File: config.mk
export PLATFORM = sky130hd
export DESIGN_NAME = bht_sa_predictor
export DESIGN_NICKNAME = d
export VERILOG_FILES = /design/src/rtl/bp_pkg.sv /design/src/rtl/bht_set_lookup.sv /design/src/rtl/bht_sa_predictor.sv
export SDC_FILE = /design/constraint.sdc
export NUM_CORES = 2
export LEC_CHECK = 0
export BUFFER_PORTS_ARGS = -buffer_cell sky130_fd_sc_hd__buf_2
export CORE_MARGIN = 3
export CORE_UTILIZATION = 64
export CTS_CLUSTER_DIAMETER = 150
export DETAILED_ROUTE_END_ITERATION = 12
export PLACE_DENSITY = 0.81
export SYNTH_ARGS = -nofsm -noshare
export SYNTH_HDL_FRONTEND = slang
export SYNTH_SLANG_ARGS = --single-unit
File: constraint.sdc
create_clock -name CLK -period 48.1 [get_ports CLK]
set_input_delay 2.405 -clock CLK [delete_from_list [all_inputs] [get_ports CLK]]
set_output_delay 2.405 -clock CLK [all_outputs]
set_load 0.1 [all_outputs]
File: src/rtl/bp_pkg.sv
// Shared constants and helpers for the set-associative branch predictor.
package bp_pkg;

  localparam logic [1:0] CORR_NONE = 2'b00;
  localparam logic [1:0] CORR_CNI  = 2'b10;
  localparam logic [1:0] CORR_PBT  = 2'b11;

  // exe_btype is {beq, bne, blt, bge, bltu, bgeu}
  localparam int BT_BEQ  = 5;
  localparam int BT_BNE  = 4;
  localparam int BT_BLT  = 3;
  localparam int BT_BGE  = 2;
  localparam int BT_BLTU = 1;
  localparam int BT_BGEU = 0;

  // Entry layout, MSB first: {valid, tag, target, counter}
  function automatic int entry_w(
    input int pc_w,
    input int set_w,
    input int cnt_w
  );
    return 1 + (pc_w - set_w) + pc_w + cnt_w;
  endfunction

  function automatic logic [31:0] cnt_sat(
    input logic [31:0] cnt,
    input logic        up,
    input int          w
  );
    logic [31:0] top;
    top = (w >= 32) ? '1 : ((32'd1 << w) - 32'd1);
    if (up) return (cnt == top) ? cnt : cnt + 32'd1;
    else    return (cnt == '0)  ? cnt : cnt - 32'd1;
  endfunction

endpackage

File: src/rtl/bht_set_lookup.sv
// Tag compare across the ways of one set; muxes out the hit entry.
module bht_set_lookup
  import bp_pkg::*;
#(
  parameter int PC_W  = 10,
  parameter int TAG_W = 6,
  parameter int WAYS  = 4,
  parameter int WAY_W = 2,
  parameter int CNT_W = 2
) (
  input  logic [WAYS-1:0]            valid_i,
  input  logic [WAYS-1:0][TAG_W-1:0] tags_i,
  input  logic [WAYS-1:0][PC_W-1:0]  tgts_i,
  input  logic [WAYS-1:0][CNT_W-1:0] cnts_i,
  input  logic [TAG_W-1:0]           tag_i,
  output logic                       hit_o,
  output logic [WAY_W-1:0]           way_o,
  output logic [PC_W-1:0]            tgt_o,
  output logic [CNT_W-1:0]           cnt_o
);

  logic [WAYS-1:0] hit_oh;

  always_comb begin
    hit_oh = '0;
    way_o  = '0;
    tgt_o  = '0;
    cnt_o  = '0;
    for (int w = 0; w < WAYS; w++) begin
      hit_oh[w] = valid_i[w] && (tags_i[w] == tag_i);
      if (hit_oh[w]) begin
        way_o = WAY_W'(w);
        tgt_o = tgts_i[w];
        cnt_o = cnts_i[w];
      end
    end
  end

  assign hit_o = |hit_oh;

endmodule

File: src/rtl/bht_sa_predictor.sv
// Set-associative BHT: IF prediction, ID allocation, EXE resolution.
module bht_sa_predictor
  import bp_pkg::*;
#(
  parameter int PC_W  = 10,
  parameter int SETS  = 16,
  parameter int WAYS  = 4,
  parameter int CNT_W = 2
) (
  input  logic            CLK,
  input  logic            rst,
  input  logic [PC_W-1:0] if_PC,
  output logic            if_prediction,
  output logic [PC_W-1:0] if_PBT,
  input  logic [PC_W-1:0] id_PC,
  input  logic [PC_W-1:0] id_branchtarget,
  input  logic            id_is_jump,
  input  logic            id_is_btype,
  input  logic [PC_W-1:0] exe_PC,
  input  logic [PC_W-1:0] exe_branchtarget,
  input  logic            exe_z,
  input  logic            exe_less,
  input  logic [5:0]      exe_btype,
  output logic [1:0]      exe_correction,
  output logic            flush,
  output logic [PC_W-1:0] exe_PBT,
  output logic [PC_W-1:0] exe_CNI
);

  localparam int SET_W   = $clog2(SETS);
  localparam int WAY_W   = (WAYS > 1) ? $clog2(WAYS) : 1;
  localparam int TAG_W   = PC_W - SET_W;
  localparam int ENTRY_W = entry_w(PC_W, SET_W, CNT_W);
  localparam int TGT_LO  = CNT_W;
  localparam int TAG_LO  = CNT_W + PC_W;

  localparam logic [CNT_W-1:0] CNT_WNT =
    CNT_W'((1 << (CNT_W - 1)) - 1);

  typedef logic [SETS-1:0][WAYS-1:0][ENTRY_W-1:0] tbl_t;

  tbl_t                        tbl_q, tbl_d;
  logic [SETS-1:0][WAY_W-1:0]  rr_q, rr_d;

  logic [PC_W-1:0]  pc_a   [3];
  logic             lu_hit [3];
  logic [WAY_W-1:0] lu_way [3];
  logic [PC_W-1:0]  lu_tgt [3];
  logic [CNT_W-1:0] lu_cnt [3];

  assign pc_a[0] = if_PC;
  assign pc_a[1] = id_PC;
  assign pc_a[2] = exe_PC;

  for (genvar p = 0; p < 3; p++) begin : g_lu
    logic [SET_W-1:0]           set;
    logic [WAYS-1:0]            v;
    logic [WAYS-1:0][TAG_W-1:0] tg;
    logic [WAYS-1:0][PC_W-1:0]  tt;
    logic [WAYS-1:0][CNT_W-1:0] ct;

    assign set = pc_a[p][SET_W-1:0];

    always_comb begin
      v  = '0;
      tg = '0;
      tt = '0;
      ct = '0;
      for (int w = 0; w < WAYS; w++) begin
        v[w]  = tbl_q[set][w][ENTRY_W-1];
        tg[w] = tbl_q[set][w][TAG_LO +: TAG_W];
        tt[w] = tbl_q[set][w][TGT_LO +: PC_W];
        ct[w] = tbl_q[set][w][0 +: CNT_W];
      end
    end

    bht_set_lookup #(
      .PC_W  (PC_W),
      .TAG_W (TAG_W),
      .WAYS  (WAYS),
      .WAY_W (WAY_W),
      .CNT_W (CNT_W)
    ) u_lookup (
      .valid_i (v),
      .tags_i  (tg),
      .tgts_i  (tt),
      .cnts_i  (ct),
      .tag_i   (pc_a[p][PC_W-1:SET_W]),
      .hit_o   (lu_hit[p]),
      .way_o   (lu_way[p]),
      .tgt_o   (lu_tgt[p]),
      .cnt_o   (lu_cnt[p])
    );
  end

  assign if_prediction = lu_cnt[0][CNT_W-1];
  assign if_PBT        = lu_tgt[0];

  logic is_br;
  logic fb;
  logic pred;

  assign is_br = |exe_btype;
  assign pred  = lu_cnt[2][CNT_W-1];
  assign fb    = (exe_btype[BT_BEQ]  &  exe_z)
               | (exe_btype[BT_BNE]  & ~exe_z)
               | (exe_btype[BT_BLT]  &  exe_less)
               | (exe_btype[BT_BGE]  & ~exe_less)
               | (exe_btype[BT_BLTU] &  exe_less)
               | (exe_btype[BT_BGEU] & ~exe_less);

  always_comb begin
    exe_correction = CORR_NONE;
    if (is_br && (pred != fb))
      exe_correction = fb ? CORR_PBT : CORR_CNI;
  end

  assign flush   = exe_correction[1];
  assign exe_PBT = exe_branchtarget;
  assign exe_CNI = exe_PC + 1'b1;

  logic [SET_W-1:0] id_set;
  logic [SET_W-1:0] ex_set;
  logic             id_alloc;

  assign id_set   = id_PC[SET_W-1:0];
  assign ex_set   = exe_PC[SET_W-1:0];
  assign id_alloc = (id_is_btype | id_is_jump) & ~lu_hit[1];

  // ID write is applied last so it overrides an EXE update to the same way
  always_comb begin
    tbl_d = tbl_q;
    rr_d  = rr_q;
    if (is_br && lu_hit[2])
      tbl_d[ex_set][lu_way[2]][0 +: CNT_W] =
        CNT_W'(cnt_sat(32'(lu_cnt[2]), fb, CNT_W));
    if (id_alloc) begin
      tbl_d[id_set][rr_q[id_set]] = {
        1'b1,
        id_PC[PC_W-1:SET_W],
        id_branchtarget,
        id_is_jump ? {CNT_W{1'b1}} : CNT_WNT
      };
      rr_d[id_set] = (rr_q[id_set] == WAY_W'(WAYS - 1))
                   ? '0 : rr_q[id_set] + 1'b1;
    end
  end

  always_ff @(posedge CLK or posedge rst) begin
    if (rst) begin
      tbl_q <= '0;
      rr_q  <= '0;
    end else begin
      tbl_q <= tbl_d;
      rr_q  <= rr_d;
    end
  end

endmodule

==> out/qor.txt <==
min Tclk post-route - 10.93 ns
Setup Skew - 0.0379 ns
gr ovfl total - 0
worst hold margin - 0.491 ns
chip width - 331 um
Post-synth EDFFs - 0
share of cells above drive strength 1 - 47.5%
YS warnings - 0
PwrDens - 57.5 mW/mm2
TritonCTS clock tree - done
mapped cell area - 0.0676 mm2
DRC violations left - 0
clk sinks - 1248
Yosys cell types - 70
top post-synthesis cells by count - 1248 x dfrtp_1, 1072 x mux2_2, 614 x mux4_2
most frequent cell after synthesis - dfrtp_1
global-route wire length before repair - 302 mm
max layer used - met5
area grow syn2layout - 8.24%
Crit. End Element - primary output
Rel. slew slack - 6.46%
TritonCTS Buffers - 133
number of buffers and inverters on the critical path - 6
Final Wtd Congestion - 0.960
worst setup path category - in2out
Worst-Margin Slew - 1.40 ns
initial antenna violation count - 4
RSZ-0062 raised after global routing - no
setup TNS - 0 ns
Initial Util - 64.9%
CP most frequent cell - buf_4
full die area - 0.110 mm2
Total Wirelength - 200 mm
Root Driver - clkbuf_16
DR WL met2 - 89.6 mm
initial DRC count - 6348
Detailed Routing Iterations Pass 1 - 9
Max Cap Viol - 0
Synth Net Count - 4768
postcts setup bufs - 0
WL met1 - 73.3 mm
final hold violation count - 0
HP Class - reg2reg
worst slack, placed - 37.43 ns
cell taking the most area after synthesis - dfrtp_1
post-synthesis register bit count - 1248
CP top delay family - buffers and inverters
PnR Total Power - 4.21 mW
crit-path max FO - 97
Period Utilization, post-route - 22.7%
vias in the first global route - 46498
Die Y-Extent - 331 um
DP Area - 0.0686 mm2
Syn Area/Cell - 14.4 um2
fmax - 0.0915 GHz
asr flop ratio synth - 100%
# fillers - 6738
register area share after synthesis - 46.2%
synth top area cells - dfrtp_1 46%, mux4_2 20%, mux2_2 18%
clk slew on worst S/H paths - 0.06 ns
number of H-tree levels - 4
worst setup margin - 37.17 ns
Max Slew Vio Count - 0
status - finished, final reports clean
non-filler cells, final - 6016
element type at the critical path start - input port
Leak - 31.5 nW
core region area - 0.104 mm2
ys flop type - dfrtp_1
Avg Vias per Cell - 7.54
fin nets - 4598
routed length on met3 - 24.6 mm
CP max stage delay - 0.75 ns
Synth Instances - 4698
GRT Total Usage - 37.3%
worst vdd ir - 0.0475 mV
worst skew pair latency - 0.79 ns
crit path cell chain - buf_8 > buf_4 > buf_4 > mux4_2 > mux2i_1 > nor2_1 > a2111oi_0 > a31oi_1 > nor4_2 > buf_4 > a211oi_1 > a211oi_4 > buf_4 > nor2_1 > buf_2
CP Data Arrival Time - 8.52 ns
Finished Cell Area - 0.0731 mm2
CP Data Required Time - 45.69 ns
dpl cells - 5773
Post-CTS Resized - 0
post-detail-place hpwl - 122 mm
# setup viols final - 0
Synth top area share - 46.2%
CTS Hold Bufs - 0
largest net degree at the start of global routing - 169
port bufs - 75
Final Util - 70.3%
Top Ports - 96
Vias - 45388
Wirelength per Cell - 33.3 um
Clock Path Buffers - 3
row count - 118
Critical Path Slowest Stage Cell - buf_4
ANT nets after route - 0
[state kept, by name, indices dropped and copies added (netlist names)]
| name | cells |
|---|---|
| rr_q | 32 |
| tbl_q | 1216 |
[path summary, 6_finish.rpt]
path                       startpoint           endpoint  slack [ns]  cells after the start
setup / recovery            exe_PC[1]  exe_correction[0]       37.17                     15
hold / removal             tbl_q[798]         tbl_q[798]        0.49                      2
setup reg to reg           tbl_q[568]         tbl_q[210]       43.00                     11
hold reg to reg            tbl_q[798]         tbl_q[798]        0.49                      2
max in group asynchronous         rst          tbl_q[14]       42.66                      6
min in group asynchronous         rst         tbl_q[652]        1.71                      2
[cell families after synthesis]
family          Yosys count  share of synthesized area (%)
simple gates            518                           3.85
fa+ha+maj                 8                          0.148
flops                  1248                           46.2
xor+xnor                 85                           1.10
buf+inv                 533                           3.51
compound gates          469                           4.61
mux                    1837                           40.6
[power breakdown]
part | internal [mW] | switching (mW)
Clock | 0.616 | 0.447
Combinational | 0.777 | 0.510
Sequential | 1.51 | 0.349
[worst reg2reg max path: stages (launching register included)]
cell and delay [ns]:
dfrtp_1 0.46, mux4_2 0.49, mux4_2 0.46, xor2_1 0.29, a21oi_1 0.07, o2111ai_1 0.22
o221ai_1 0.26, or2_2 0.63, nor3_2 1.20, buf_4 0.47, mux2_2 0.38, a21oi_1 0.11
[final cells by class]
cell class              instances  area (um2)  share of cell area, %
diodes                          2        5.00                0.00684
clock buffers                 195        3890                   5.31
clock inverters                46         618                  0.845
inverters                      22        90.1                  0.123
well taps                    1380        1730                   2.36
repair buffers                206        1450                   1.98
multi-input cells            2917       34100                   46.7
flip-flops and latches       1248       31200                   42.7
[placed cells by master, fill, tap and decap left out, types with 13 or more instances in the layout]
master | synthesis | layout
xnor2_1 | 67 | 67
nand2_1 | 144 | 144
nand4_1 | 26 | 26
clkbuf_8 | 0 | 25
clkbuf_16 | 0 | 137
and2_1 | 13 | 13
dfrtp_1 | 1248 | 1248
clkinv_2 | 0 | 22
a31oi_1 | 13 | 13
xor2_1 | 18 | 18
or2_2 | 52 | 52
a41oi_1 | 13 | 13
inv_1 | 18 | 16
o31ai_1 | 64 | 64
buf_2 | 199 | 66
a211oi_1 | 64 | 64
nor3_1 | 43 | 20
mux2i_1 | 151 | 151
nor2_1 | 88 | 86
mux4_2 | 614 | 614
a22oi_1 | 14 | 14
clkbuf_1 | 231 | 34
nand3_1 | 34 | 34
nand2b_1 | 31 | 31
mux2_2 | 1072 | 1072
a21oi_1 | 147 | 147
nor3_2 | 1 | 24
a21o_1 | 27 | 27
o21ai_0 | 46 | 46
buf_4 | 30 | 131
and3_1 | 43 | 43
[layer usage]
layer | vias to the layer above | track usage (%)
li1 | 17617 | -
met5 | - | 0
met3 | 807 | 12.1
met4 | 4 | 20.6
met2 | 3208 | 54.2
met1 | 23752 | 50.5
No activity file was read; power rests on OpenSTA's default activity.
